--- config.mk ---
export PLATFORM = sky130hd
export DESIGN_NAME = uart_digit_scan
export DESIGN_NICKNAME = d
export VERILOG_FILES = /design/src/rtl/uart_digit_scan.sv
export SDC_FILE = /design/constraint.sdc
export NUM_CORES = 1
export LEC_CHECK = 0
export ABC_AREA = 1
export BUFFER_PORTS_ARGS = -buffer_cell sky130_fd_sc_hd__buf_4
export CORE_UTILIZATION = 55
export DETAILED_ROUTE_END_ITERATION = 6
export PLACE_DENSITY_LB_ADDON = 0.08
export SYNTH_ARGS = -nofsm -noshare
export SYNTH_HDL_FRONTEND = slang
export SYNTH_SLANG_ARGS = --single-unit
export TNS_END_PERCENT = 5
--- constraint.sdc ---
create_clock -name iClk -period 3.5 [get_ports iClk]
set_input_delay 0.875 -clock iClk [delete_from_list [all_inputs] [get_ports iClk]]
set_output_delay 0.875 -clock iClk [all_outputs]
set_load 0.1 [all_outputs]
--- src/rtl/uart_digit_scan.sv ---
// Buffers up to four UART decimal digits and time-multiplexes them onto a 4-digit common-anode display.
// Byte to display takes 2 edges, and an unsupported byte flags oErr one edge after it is absorbed; every strobe is accepted, with no backpressure.
module uart_digit_scan #(
  parameter int SCAN_DIV = 50000
) (
  input  logic       iClk,
  input  logic       iRst,
  input  logic [7:0] iRxData,
  input  logic       iRxValid,
  output logic [3:0] oDigit,
  output logic [3:0] oAnode,
  output logic       oErr
);

  localparam int CNT_W = $clog2(SCAN_DIV);
  localparam logic [CNT_W-1:0] CNT_LAST = CNT_W'(SCAN_DIV - 1);

  logic [3:0]       slot_vld_q, slot_vld_d;
  logic [3:0][3:0]  slot_val_q, slot_val_d;
  logic [CNT_W-1:0] cnt_q, cnt_d;
  logic [1:0]       idx_q, idx_d;
  logic [3:0]       anode_q, anode_d;
  logic [3:0]       digit_q, digit_d;
  logic             bad_q, bad_d;
  logic             err_q, err_d;

  logic is_digit, is_bs, is_esc, scan_term;

  assign is_digit  = (iRxData >= 8'h30) && (iRxData <= 8'h39);
  assign is_bs     = (iRxData == 8'h08);
  assign is_esc    = (iRxData == 8'h1B);
  assign scan_term = (cnt_q == CNT_LAST);

  always_comb begin
    slot_vld_d = slot_vld_q;
    slot_val_d = slot_val_q;
    bad_d      = 1'b0;
    if (iRxValid) begin
      if (is_digit) begin
        // ASCII '0'..'9' carry their value in the low nibble.
        slot_vld_d = {slot_vld_q[2:0], 1'b1};
        slot_val_d = {slot_val_q[2:0], iRxData[3:0]};
      end else if (is_bs) begin
        slot_vld_d = {1'b0, slot_vld_q[3:1]};
        slot_val_d = {4'h0, slot_val_q[3:1]};
      end else if (is_esc) begin
        slot_vld_d = 4'b0000;
      end else begin
        bad_d = 1'b1;
      end
    end
  end

  always_comb begin
    cnt_d = scan_term ? '0 : cnt_q + 1'b1;
    idx_d = scan_term ? idx_q + 2'd1 : idx_q;
  end

  always_comb begin
    anode_d = 4'b1111;
    digit_d = 4'hF;
    if (slot_vld_q[idx_q]) begin
      anode_d = ~(4'b0001 << idx_q);
      digit_d = slot_val_q[idx_q];
    end
    err_d = bad_q;
  end

  always_ff @(posedge iClk) begin
    if (iRst) begin
      slot_vld_q <= 4'b0000;
      slot_val_q <= '0;
      cnt_q      <= '0;
      idx_q      <= 2'd0;
      anode_q    <= 4'b1111;
      digit_q    <= 4'hF;
      bad_q      <= 1'b0;
      err_q      <= 1'b0;
    end else begin
      slot_vld_q <= slot_vld_d;
      slot_val_q <= slot_val_d;
      cnt_q      <= cnt_d;
      idx_q      <= idx_d;
      anode_q    <= anode_d;
      digit_q    <= digit_d;
      bad_q      <= bad_d;
      err_q      <= err_d;
    end
  end

  assign oDigit = digit_q;
  assign oAnode = anode_q;
  assign oErr   = err_q;

endmodule
==> impl_metrics.ini <==
[logic_synthesis]
synthTopCellsByArea = dfxtp_1 41%, nand2_1 13%, a21oi_1 7.1%, nor2_1 6.8%, o21ai_0 6.0%
synth_flop_cell = dfxtp_1
synth_cell_types = 30
yosys_warnings = 0
ys_ff_latch = 48
synthTopCellsByCount = 80 x nand2_1, 48 x dfxtp_1, 42 x nor2_1
synthesis.area_mm2 = 0.00233
synthCells = 333
synth_area_per_cell_um2 = 7.00
synth_edf_count = 0
synth_largest_area_cell = dfxtp_1
syn_nets = 349
synth_seq_area_share_pct = 41.2
synth_top_area_share_pct = 41.2
ys_async_sr_fraction_pct = 0
yosysMostFrequentCell = nand2_1

[power]
vdd_ir_drop_max_uv = 224
internal_power_mw = 0.784
p_switching_mw = 0.227
switching_share_pct = 22.5
p_leak_nw = 1.02
power_density_mw_per_mm2 = 390
total_power_mw = 1.01
power_frac_seq_pct = 55.2
combPwrFrac_pct = 5.4
pwr-share-clk_pct = 39.4

[sta]
grt_setup_unrepaired = false
tightest_slew_ps = 567
period_share_pct = 60.2
maxSlewViolCount = 0
setup_tns_ps = 0
slew_headroom_pct = 62.2
hold_ws_ps = 420
fmax_mhz = 475
setup-violations-final = 0
hold_viol_final = 0
setup_ws_ps = 1390
clock_skew_ps = 8.59
final.min_clock_period_ps = 2110

[finish]
multiInputGateArea_mm2 = 0.00118
fill_cells = 387
antenna_cells = 0
fin_area_mm2 = 0.00259
regArea_um2 = 961
nets = 366
layout-drive-gt1-share_pct = 12.5
synthToLayoutAreaGrowth_pct = 11.3

[cts]
cts.clk_slew.worst_paths_ps = 90
cts-resized-gates = 0
hold_buffers = 0
cts_tree = built
numClockSinks = 48
cts-root-buf = clkbuf_8
cts_buffer_depth = 2
cts_setup_buffers = 0
clock_latency_ps = 300
h-tree-depth = 2
cts_buffers = 5

[critical_path]
crit_end = slot_val_q[11]
crit_family = simple AND/OR/NAND/NOR gates
required_ps = 3690
path_max_fanout = 17
slowest_stage = buf_4
cp_slowest_stage_delay_ps = 250
cp.depth = 10
crit_path_start_kind = primary input
worstSetupStartpoint = iRxData[7]
r2r_slack_ps = 1700
crit_chain = buf_4 > inv_1 > nand2_1 > nor2_1 > nand2_1 > buf_4 > nand2_2 > nand2_4 > o21ai_0 > nor2_1
cp.arrival_ps = 2300
path_buf_inv = 3
critPathKind = in2reg
r2r_start = idx_q[0]
endpoint_kind = register
crit-reg2reg-capture = oDigit[1]
rr_worst_depth = 5

[global_routing]
grt_pass1_wl_um = 8050
track_usage_pct = 23.7
first_global_vias = 1820
grt_max_degree = 19
gr-total-overflow = 0
antenna_found_initial = 0

[worst_hold_path]
hold_class = reg2reg
hold_path_depth = 2

[die]
std_cell_rows = 23
die_w_um = 67.1
io_pins = 20
coreArea_mm2 = 0.00403
die_y_um = 67.1
start_util_pct = 57.9
dieArea_mm2 = 0.00450

[route]
drt.antenna.violating_nets = 0
drc = 0
drtIter0Drc = 225
wire_per_inst_um = 12.0
firstDrtPassIters = 7
vias = 2131
routed_wl_um = 4830
vias_per_cell = 5.31

[placement]
hpwlAfterDp_um = 3410
dp_slack_ps = 1100
finalWeightedCongestion = 0.898
placed_area_mm2 = 0.00248
io_buffers = 19

[flow_run]
drv_cap = 0

[run_status]
status = complete, no violations
==> stage by stage <==
stage	std cells	utilization, %
after floorplan	333	-
after global placement	393	61.6
after detailed placement	393	61.6
after CTS	401	64.4
after global routing	401	64.4
final	401	64.4
==> cells in the final DEF, fill, tap and decap left out <==
cell         n
a21oi_2      1
a21oi_1     33
nor2_1      42
nor3b_2      1
nor2_4       1
nand2_4      2
clkbuf_8     5
nand4_2      1
clkinv_2     1
nor2_2       2
nor3_2       2
nand3_1     11
o21ai_0     28
nand4_1      7
dfxtp_1     48
ha_1         5
nor3_1       7
nand2_2      2
inv_2        3
nand3_2      1
buf_4       20
nand2_1     80
o21ai_1      4
or2_0        2
clkinvlp_4   1
nor3b_1      1
a31oi_1      1
inv_1       32
o211ai_1     3
xor2_1       3
bufinv_16    1
==> worst min path at each step <==
stage               slack (ps)   from    to
finish                     420  bad_q  oErr
global route               450  bad_q  oErr
CTS                        430  bad_q  oErr
detailed placement         410  bad_q  oErr
global placement           400  bad_q  oErr
floorplan                  390  bad_q  oErr
==> sequential cells by signal (all words and copies together) (netlist names) <==
register	cells
bad_q	1
oDigit	4
oErr	1
slot_val_q	16
slot_vld_q	4
idx_q	2
oAnode	4
cnt_q	16
==> tightest hold or removal path: cells and delay by family, from the launching register on <==
| kind | cells | cell delay [ps] |
|---|---|---|
| buf+inv | 1 | 50 |
| simple gates | 1 | 30 |
| flops | 1 | 310 |
==> cell families (layout without fill, tap and decap cells) <==
| logic type | after synthesis | count (layout) | share of synthesized area, % |
|---|---|---|---|
| flip-flops | 48 | 48 | 41.2 |
| XOR/XNOR | 3 | 3 | 1.13 |
| adder cells (fa/ha/maj) | 5 | 5 | 2.68 |
| AND/OR/NAND/NOR | 162 | 162 | 31.1 |
| buffers and inverters | 45 | 63 | 8.27 |
| AO/OA/AOI/OAI | 70 | 70 | 15.6 |
==> power by group through the flow <==
stage               combinational (mW)  sequential, mW  clock [mW]
detailed placement              0.0548           0.571           0
global route                    0.0616           0.559       0.430
finish                          0.0549           0.558       0.398
CTS                             0.0550           0.558       0.408
floorplan                       0.0344           0.574           0
global placement                0.0538           0.571           0
==> layout make-up <==
| cell class | count | area share (%) |
|---|---|---|
| clock inverter | 3 | 1.64 |
| multi-input combinational | 240 | 45.4 |
| sequential | 48 | 37.0 |
| inverter | 35 | 5.07 |
| timing repair buffer | 20 | 5.79 |
| clock buffer | 5 | 2.65 |
| tap | 50 | 2.41 |
==> per-layer routing <==
layer / share of wire, % / wire length (µm) / GRT usage (%)
met5: 0 / 0 / 0
met2: 44 / 2120 / 35.0
met1: 48 / 2340 / 33.5
met4: 0.60 / 29 / 7.18
met3: 7.0 / 338 / 5.99
Note: power is estimated with default switching activity, not from simulation.
